## config.mk

```make
export PLATFORM = sky130hd
export DESIGN_NAME = vga_clut_arb
export DESIGN_NICKNAME = d
export VERILOG_FILES = /design/src/rtl/vga_clut_arb.sv
export SDC_FILE = /design/constraint.sdc
export NUM_CORES = 1
export LEC_CHECK = 0
export ABC_AREA = 1
export CAP_MARGIN = 0
export CORE_MARGIN = 4
export CORE_UTILIZATION = 35
export CTS_CLUSTER_SIZE = 20
export DETAILED_ROUTE_END_ITERATION = 10
export PLACE_DENSITY = 0.84
export SLEW_MARGIN = 20
export SYNTH_ARGS = -nofsm -noshare
export SYNTH_HDL_FRONTEND = slang
export SYNTH_SLANG_ARGS = --single-unit
```

## constraint.sdc

```tcl
create_clock -name clk -period 1.7 [get_ports clk]
set_input_delay 0.34 -clock clk [delete_from_list [all_inputs] [get_ports clk]]
set_output_delay 0.34 -clock clk [all_outputs]
set_load 0.05 [all_outputs]
```

## src/rtl/vga_clut_arb.sv

```systemverilog
// Single-port CLUT RAM arbiter: real-time pixel reads take priority over host
// Wishbone accesses, with a bounded-wait counter guaranteeing host progress.
module vga_clut_arb #(
   parameter int AW            = 8,
   parameter int DW            = 24,
   parameter int MAX_HOST_WAIT = 4
) (
   input  logic          clk,
   input  logic          rst,
   input  logic          clut_req,
   input  logic [AW-1:0] clut_offs,
   output logic          clut_ack,
   output logic [DW-1:0] clut_q,
   input  logic          wb_cyc_i,
   input  logic          wb_stb_i,
   input  logic          wb_we_i,
   input  logic [AW-1:0] wb_adr_i,
   input  logic [DW-1:0] wb_dat_i,
   output logic          wb_ack_o,
   output logic [DW-1:0] wb_dat_o,
   output logic          mem_ce,
   output logic          mem_we,
   output logic [AW-1:0] mem_adr,
   output logic [DW-1:0] mem_d,
   input  logic [DW-1:0] mem_q
);

   localparam int WCW = (MAX_HOST_WAIT < 1) ? 1 : $clog2(MAX_HOST_WAIT + 1);
   localparam logic [WCW-1:0] WAIT_MAX = WCW'(MAX_HOST_WAIT);

   typedef enum logic [1:0] {
      ST_IDLE = 2'd0,
      ST_ACC  = 2'd1,
      ST_ACK  = 2'd2
   } state_t;

   typedef enum logic {
      OWN_PIX  = 1'b0,
      OWN_HOST = 1'b1
   } owner_t;

   state_t          state_r, state_s;
   owner_t          owner_r, owner_s;
   logic [WCW-1:0]  wait_cnt_r, wait_cnt_s;
   logic            mem_ce_s, mem_we_s;
   logic [AW-1:0]   mem_adr_s;
   logic [DW-1:0]   mem_d_s;
   logic            clut_ack_s, wb_ack_s;
   logic            hreq_s, preq_s, at_max_s, host_win_s;

   // Read data is passed straight from the RAM; only the matching ack qualifies it.
   assign clut_q   = mem_q;
   assign wb_dat_o = mem_q;

   assign hreq_s     = wb_cyc_i & wb_stb_i;
   assign preq_s     = clut_req;
   assign at_max_s   = (wait_cnt_r == WAIT_MAX);
   assign host_win_s = hreq_s & (~preq_s | at_max_s);

   // Next-state and next-output decode for the IDLE -> ACC -> ACK sequence.
   always_comb begin
      state_s    = state_r;
      owner_s    = owner_r;
      wait_cnt_s = wait_cnt_r;
      mem_ce_s   = mem_ce;
      mem_we_s   = mem_we;
      mem_adr_s  = mem_adr;
      mem_d_s    = mem_d;
      clut_ack_s = clut_ack;
      wb_ack_s   = wb_ack_o;
      case (state_r)
         ST_IDLE: begin
            clut_ack_s = 1'b0;
            wb_ack_s   = 1'b0;
            if (host_win_s) begin
               mem_ce_s   = 1'b1;
               mem_we_s   = wb_we_i;
               mem_adr_s  = wb_adr_i;
               mem_d_s    = wb_dat_i;
               owner_s    = OWN_HOST;
               wait_cnt_s = '0;
               state_s    = ST_ACC;
            end else if (preq_s) begin
               mem_ce_s  = 1'b1;
               mem_we_s  = 1'b0;
               mem_adr_s = clut_offs;
               mem_d_s   = wb_dat_i;
               owner_s   = OWN_PIX;
               state_s   = ST_ACC;
               // Count pixel grants that made a waiting host stand aside.
               if (hreq_s && !at_max_s) begin
                  wait_cnt_s = wait_cnt_r + WCW'(1);
               end else begin
                  wait_cnt_s = wait_cnt_r;
               end
            end else begin
               mem_ce_s = 1'b0;
               mem_we_s = 1'b0;
            end
         end
         ST_ACC: begin
            mem_ce_s   = 1'b0;
            mem_we_s   = 1'b0;
            clut_ack_s = (owner_r == OWN_PIX);
            wb_ack_s   = (owner_r == OWN_HOST);
            state_s    = ST_ACK;
         end
         ST_ACK: begin
            clut_ack_s = 1'b0;
            wb_ack_s   = 1'b0;
            state_s    = ST_IDLE;
         end
         default: begin
            mem_ce_s   = 1'b0;
            mem_we_s   = 1'b0;
            clut_ack_s = 1'b0;
            wb_ack_s   = 1'b0;
            state_s    = ST_IDLE;
         end
      endcase
   end

   // State, arbitration bookkeeping and registered RAM/ack outputs.
   always_ff @(posedge clk or posedge rst) begin
      if (rst) begin
         state_r    <= ST_IDLE;
         owner_r    <= OWN_PIX;
         wait_cnt_r <= '0;
         mem_ce     <= 1'b0;
         mem_we     <= 1'b0;
         mem_adr    <= '0;
         mem_d      <= '0;
         clut_ack   <= 1'b0;
         wb_ack_o   <= 1'b0;
      end else begin
         state_r    <= state_s;
         owner_r    <= owner_s;
         wait_cnt_r <= wait_cnt_s;
         mem_ce     <= mem_ce_s;
         mem_we     <= mem_we_s;
         mem_adr    <= mem_adr_s;
         mem_d      <= mem_d_s;
         clut_ack   <= clut_ack_s;
         wb_ack_o   <= wb_ack_s;
      end
   end

endmodule

```

==> results.py, run 1 <==
metrics = {
    "cts": {
        "cts_root_buf": "clkbuf_8",
        "max-clock-path-buffers": 2,
        "cts_tree": "yes",
        "hold_buffers": 0,
        "worstSkewPairLatency_ns": 0.28,
        "postCtsSetupBuffers": 0,
        "cts_resized": 0,
        "cts.sinks": 42,
        "numCtsBuffers": 5,
        "htreeDepth": 2,
        "clkSlewWorstSetupHoldPaths_ns": 0.08,
    },
    "global_routing": {
        "antenna_found_initial": 0,
        "grt_pass1_vias": 1711,
        "grt-ovfl-total": 0,
        "grt_pass1_wl_mm": 7.96,
        "grt_start_max_net_pins": 43,
        "grtUsageTotal_pct": 13.4,
    },
    "setup_path": {
        "crit_path_start_kind": "input port",
        "critPathRequiredTime_ns": 1.92,
        "crit_fanout": 33,
        "criticalPathCategory": "in -> reg",
        "worstPathArrival_ns": 1.57,
        "rr_startpoint": "wait_cnt_r[0]$_DFFE_PP0P_",
        "crit_end": "mem_adr[4]$_DFFE_PP0P_",
        "critPathCaptureType": "flip-flop",
        "r2r_slack_ns": 0.39,
        "r2r-end": "mem_adr[3]$_DFFE_PP0P_",
        "crit_path_start": "wb_cyc_i",
        "reg2regPathDepth": 8,
    },
    "power": {
        "comb_power_share_pct": 57.6,
        "p_leak_nw": 1.47,
        "ir_drop_mv": 0.891,
        "p_switching_mw": 2.86,
        "p_clk_share_pct": 11.0,
        "total_power_mw": 5.55,
        "p_seq_share_pct": 31.5,
        "p_int_mw": 2.69,
        "sw_frac_of_total_pct": 51.5,
        "pwr_density_cell_mw_per_mm2": 2040,
    },
    "final_layout": {
        "fill_cells": 602,
        "num_antenna_cells": 0,
        "stdcell_count": 375,
        "syn2layout_area_growth_pct": 23.4,
        "utilization_pct": 45.1,
        "finalNetCount": 372,
        "layout-drive-gt1-share_pct": 19.7,
        "fin_area_mm2": 0.00272,
    },
    "sta": {
        "grt_setup_unrepaired": "false",
        "setup_ws_ns": 0.355,
        "setup_viol": 0,
        "worst_pin_slew_ns": 0.366,
        "fmax_ghz": 0.743,
        "skew_ns": 0.00355,
        "finalHoldViolCount": 0,
        "hold_slack_ns": 0.400,
        "fin_crit_sh_pct": 79.1,
        "tns_ns": 0,
        "slew_headroom_pct": 75.5,
        "slew_viol_final": 0,
        "period_minus_slack_ns": 1.35,
    },
    "logic_synthesis": {
        "ys_ff_latch": 42,
        "ys_seq_area_share_pct": 47.8,
        "yosysWarningCount": 0,
        "synth_nets": 334,
        "synth_area_per_cell_um2": 8.40,
        "syn_inst": 262,
        "netlist_area_mm2": 0.00220,
        "synth_cell_types": 21,
    },
    "place": {
        "portBuffers": 81,
        "place_ws_ns": 0.0418,
        "globalplace.congestion": 0.715,
        "numPlacedInstances": 368,
        "hpwl_mm": 3.72,
        "place_area_mm2": 0.00264,
    },
    "min_path": {
        "hp-class": "in -> async",
    },
    "drt": {
        "vias": 1644,
        "via_per_inst": 4.38,
        "avgRoutedWirePerCell_um": 13.4,
        "ant_nets": 0,
        "drt_wl_total_mm": 5.01,
        "drc": 0,
        "drtIter0Drc": 42,
        "first_pass_iters": 4,
    },
    "die": {
        "die_y_um": 87.3,
        "io-pin-count": 154,
        "start_util_pct": 36.5,
        "die_w_um": 87.3,
        "fp-row-count": 28,
        "dieArea_mm2": 0.00762,
        "core_mm2": 0.00603,
    },
    "job": {
        "cap_violations": 0,
    },
    "outcome": {
        "outcome": "complete, no violations",
    },
}
==> placed cells by master, fill, tap and decap left out, types with 3 or more instances in the layout <==
cell type / netlist / routed
nand2_1: 104 / 104
clkdlybuf4s50_1: 0 / 45
dfrtp_1: 42 / 42
buf_4: 50 / 40
inv_1: 22 / 21
nand3_1: 17 / 17
nand3_2: 5 / 5
clkbuf_8: 0 / 5
o21ai_0: 3 / 3
==> power groups by stage <==
stage | Sequential [mW] | Combinational (mW) | Clock, mW
4_1_cts | 1.75 | 3.24 | 0.638
3_5_place_dp | 1.75 | 3.25 | 0
3_3_place_gp | 1.75 | 3.17 | 0
5_1_grt | 1.81 | 3.43 | 0.675
6_report | 1.75 | 3.20 | 0.608
2_1_floorplan | 3.13 | 1.17 | 0
==> worst max-delay path, stage by stage <==
cell	delay [ns]
clkdlybuf4s50_1	0.45
nand2_1	0.10
nand2_1	0.12
nand2_4	0.08
inv_4	0.28
nand3_1	0.12
nand2_1	0.07
==> cell usage after synthesis (all sizes together) <==
library cell,count,share of area (%)
nand3,22,6.1
nor3,1,0.23
ha,2,1.1
nor2,3,0.63
dfrtp,42,48
and3,1,0.28
xor2,1,0.40
nand2,107,19
o21ai,4,0.91
buf,55,19
inv,24,4.2
==> layer usage <==
layer  vias to the layer above  GRT usage (%)  share of wire (%)
met5                         -              0                  0
met4                         0           5.16                1.6
met3                        14           4.07                9.0
met2                        54           22.9                 51
met1                       763           15.7                 39
li1                        813              -                  -
==> registers in the layout, summed over array words and instances (netlist names) <==
| name | count |
|---|---|
| mem_d | 24 |
| mem_adr | 8 |
| wait_cnt_r | 3 |
| state_r | 2 |
| clut_ack | 1 |
| mem_ce | 1 |
| mem_we | 1 |
| owner_r | 1 |
| wb_ack_o | 1 |
==> cells by family after synthesis <==
kind of cell | synth area share (%)
xor+xnor | 0.398
buf+inv | 23.7
compound gates | 0.909
simple gates | 26.1
flops | 47.8
fa+ha+maj | 1.14
==> cell type report <==
class                      count  area, µm²  area share [%]
inverter                      24       92.6            3.41
sequential                    42       1050            38.7
clock inverter                 1       7.51           0.276
clock buffer                   6       72.6            2.67
tap                           75       93.8            3.45
timing repair buffer          86        771            28.4
multi-input combinational    141        628            23.1
==> how the worst min path moves through the flow <==
stage	startpoint	end	slack, ns	cells past startpoint
4_1_cts	rst	mem_d[3]$_DFFE_PP0P_	0.40	3
3_3_place_gp	mem_adr[7]$_DFFE_PP0P_	mem_adr[7]$_DFFE_PP0P_	0.47	2
3_5_place_dp	mem_d[14]$_DFFE_PP0P_	mem_d[14]$_DFFE_PP0P_	0.47	2
5_1_grt	rst	mem_d[9]$_DFFE_PP0P_	0.43	3
6_report	rst	mem_d[3]$_DFFE_PP0P_	0.40	3
2_1_floorplan	owner_r$_DFFE_PP0P_	clut_ack$_DFF_PP0_	0.43	1
Note: power is estimated with default switching activity, not from simulation.
==> inputs of run 2 (changes only) <==
CORE_UTILIZATION = 32   (was 35)
PLACE_DENSITY = 0.81   (was 0.84)
clock period = 1.1 ns   (was 1.7 ns; I/O delays follow)
==> run 2 against run 1 <==
  * The flow now finishes with violations (negative setup slack)
  * Highest routed layer unchanged
  * Critical endpoint is now mem_adr[5]$_DFFE_PP0P_
  * Register-to-register slack worse by 0.48 ns
  * Worst hold slack worse by 0.078 ns
  * Design area up 42%
  * Non-clock buffer count up 31
  * Clock power up 63%
  * Die area up 8.5%
  * First-iteration DRC count up 43%
  * Sequential power up 75%
==> results.py, run 2 (same netlist as run 1, synthesis figures left out) <==
metrics = {
    "cts": {
        "cts_tree": "yes",
        "clkSlewWorstSetupHoldPaths_ns": 0.09,
        "cts.sinks": 42,
        "htreeDepth": 2,
        "cts_root_buf": "clkbuf_8",
        "max-clock-path-buffers": 2,
        "numCtsBuffers": 5,
        "worstSkewPairLatency_ns": 0.30,
    },
    "setup_path": {
        "worstPathArrival_ns": 1.39,
        "crit_fanout": 6,
        "critPathRequiredTime_ns": 1.29,
        "max_stage_delay_ns": 0.41,
        "cp_cell_sequence": "clkdlybuf4s50_1 -> nand2_2 -> nand2_2 -> nand2_8 -> clkinv_8 -> clkbuf_16 -> nand3_2 -> nand2_1",
        "cp_common_cell": "nand2_2",
        "critPathCaptureType": "flip-flop",
        "criticalPathCategory": "in -> reg",
        "crit_slowest_cell": "clkdlybuf4s50_1",
        "reg2regPathDepth": 8,
        "crit_path_start_kind": "input port",
    },
    "die": {
        "start_util_pct": 33.9,
        "io-pin-count": 154,
        "core_mm2": 0.00649,
        "fp-row-count": 29,
        "die_y_um": 90.9,
        "die_w_um": 90.9,
        "dieArea_mm2": 0.00827,
    },
    "sta": {
        "fmax_ghz": 0.833,
        "setup_viol": 43,
        "slew_headroom_pct": 84.3,
        "period_minus_slack_ns": 1.20,
        "slew_viol_final": 0,
        "setup_ws_ns": -0.100,
        "fin_crit_sh_pct": 109,
        "finalHoldViolCount": 0,
        "grt_setup_unrepaired": "true",
        "skew_ns": 0.00801,
        "worst_pin_slew_ns": 0.236,
    },
    "global_routing": {
        "grt_start_max_net_pins": 43,
        "grt_pass1_vias": 1945,
        "antenna_found_initial": 0,
        "grtUsageTotal_pct": 13.6,
        "grt-ovfl-total": 0,
        "grt_pass1_wl_mm": 9.18,
    },
    "place": {
        "portBuffers": 81,
        "hpwl_mm": 3.98,
        "globalplace.congestion": 0.696,
        "place_area_mm2": 0.00325,
    },
    "power": {
        "p_int_mw": 6.82,
        "sw_frac_of_total_pct": 44.8,
        "p_switching_mw": 5.55,
        "comb_power_share_pct": 67.2,
        "ir_drop_mv": 1.74,
        "pwr_density_cell_mw_per_mm2": 3210,
        "p_seq_share_pct": 24.8,
        "p_clk_share_pct": 8.0,
        "total_power_mw": 12.4,
        "p_leak_nw": 1.90,
    },
    "final_layout": {
        "multi_input_area_um2": 937,
        "syn2layout_area_growth_pct": 75.3,
        "reg.largest.list": "mem_d: 24 flops, mem_adr: 8 flops, wait_cnt_r: 3 flops",
        "finalNetCount": 403,
        "final_cell_mix": "61 x nand2_1, 44 x clkdlybuf4s50_1, 41 x dfrtp_1, 40 x buf_12, 33 x nand2_2",
        "fill_cells": 529,
        "seqCellArea_mm2": 0.00105,
        "largest_register_ffs": 24,
        "final_common_cell": "nand2_1",
        "layout-drive-gt1-share_pct": 47.3,
        "regMostFlops": "mem_d",
        "num_antenna_cells": 0,
        "fin_area_mm2": 0.00386,
    },
    "drt": {
        "vias": 1859,
        "avgRoutedWirePerCell_um": 15.1,
        "drt_wl_total_mm": 6.17,
        "ant_nets": 0,
        "drtIter0Drc": 60,
        "drc": 0,
        "first_pass_iters": 4,
        "via_per_inst": 4.55,
    },
    "min_path": {
        "hp-class": "in -> async",
    },
    "outcome": {
        "violations": "negative setup slack",
        "outcome": "finished, violations left",
    },
    "job": {
        "cap_violations": 0,
    },
}
==> run 2: cell count changes in the layout (fill, tap and decap cells not counted), moves of 3 or more <==
cell       before  now
inv_1          21   18
clkbuf_16       0    4
buf_12          1   40
nand2_4         1   10
nand2_8         0    3
buf_6           0    5
buf_4          40   23
nand3_1        17    2
nand2_2         2   33
nand3_2         5   20
nand2_1       104   61
==> run 2: final timing paths <==
check	start	end	slack, ns
worst max-delay path	wb_cyc_i	mem_adr[5]$_DFFE_PP0P_	-0.10
worst min-delay path	rst	mem_d[13]$_DFFE_PP0P_	0.32
worst max register to register	wait_cnt_r[1]$_DFFE_PP0P_	mem_adr[2]$_DFFE_PP0P_	-0.09
worst min register to register	owner_r$_DFFE_PP0P_	clut_ack$_DFF_PP0_	0.50
max in group asynchronous	rst	state_r[1]$_DFFE_PP0P_	0.56
min in group clk	mem_q[11]	clut_q[11]	0.44
==> run 2: area by class of cell <==
cell class	count	area share, %
Tap cell	77	2.50
Timing Repair Buffer	117	40.9
Clock buffer	6	1.88
Clock inverter	2	0.357
Sequential cell	42	27.3
Multi-Input combinational cell	141	24.3
Inverter	24	2.76
==> run 2: metal layers <==
metal / up-vias / GRT usage [%] / routed length [µm]
li1: 882 / - / -
met1: 901 / 15.2 / 2420
met2: 61 / 23.9 / 3200
met3: 15 / 5.54 / 489
met4: 0 / 3.89 / 65
met5: - / 0 / 0
==> run 2: power groups by stage <==
stage / logic, mW / clock network (mW) / registers, mW
after global routing: 8.76 / 1.12 / 3.15
after global placement: 6.89 / 0 / 3.05
after floorplan: 1.88 / 0 / 4.85
after CTS: 7.35 / 1.02 / 3.06
after detailed placement: 6.99 / 0 / 3.07
final: 8.31 / 0.989 / 3.07
==> run 2: worst max-delay path, delay by kind of cell <==
kind                   cells  cell delay (ns)
and+or+nand+nor            5             0.50
buffers and inverters      3             0.67
==> run 2: stage by stage <==
stage               setup TNS [ns]  instances  worst slack [ns]  hold WS [ns]  util, %
floorplan                   -0.666        262           -0.0803         0.212        -
global placement            -11.50        381            -0.331         0.440     50.0
detailed placement          -12.74        381            -0.371         0.440     50.0
CTS                         -0.766        398           -0.0803         0.333     54.0
global route                 -5.60        409            -0.161         0.322     59.4
finish                       -2.52        409            -0.100         0.322     59.4
==> run 2: what timing repair did <==
item                                    4_1_cts  5_1_grt
buffers inserted                              8        6
resized for setup                            24       56
pin swaps                                    17       19
hold buffers                                  0        0
endpoints found under the setup margin       58       73
gates cloned                                  1        6
==> inputs of run 3 (changes only) <==
CTS_CLUSTER_DIAMETER = 60   (was unset)
==> results of run 3 <==
Final layout, timing and power as in run 2 (identical DEF).
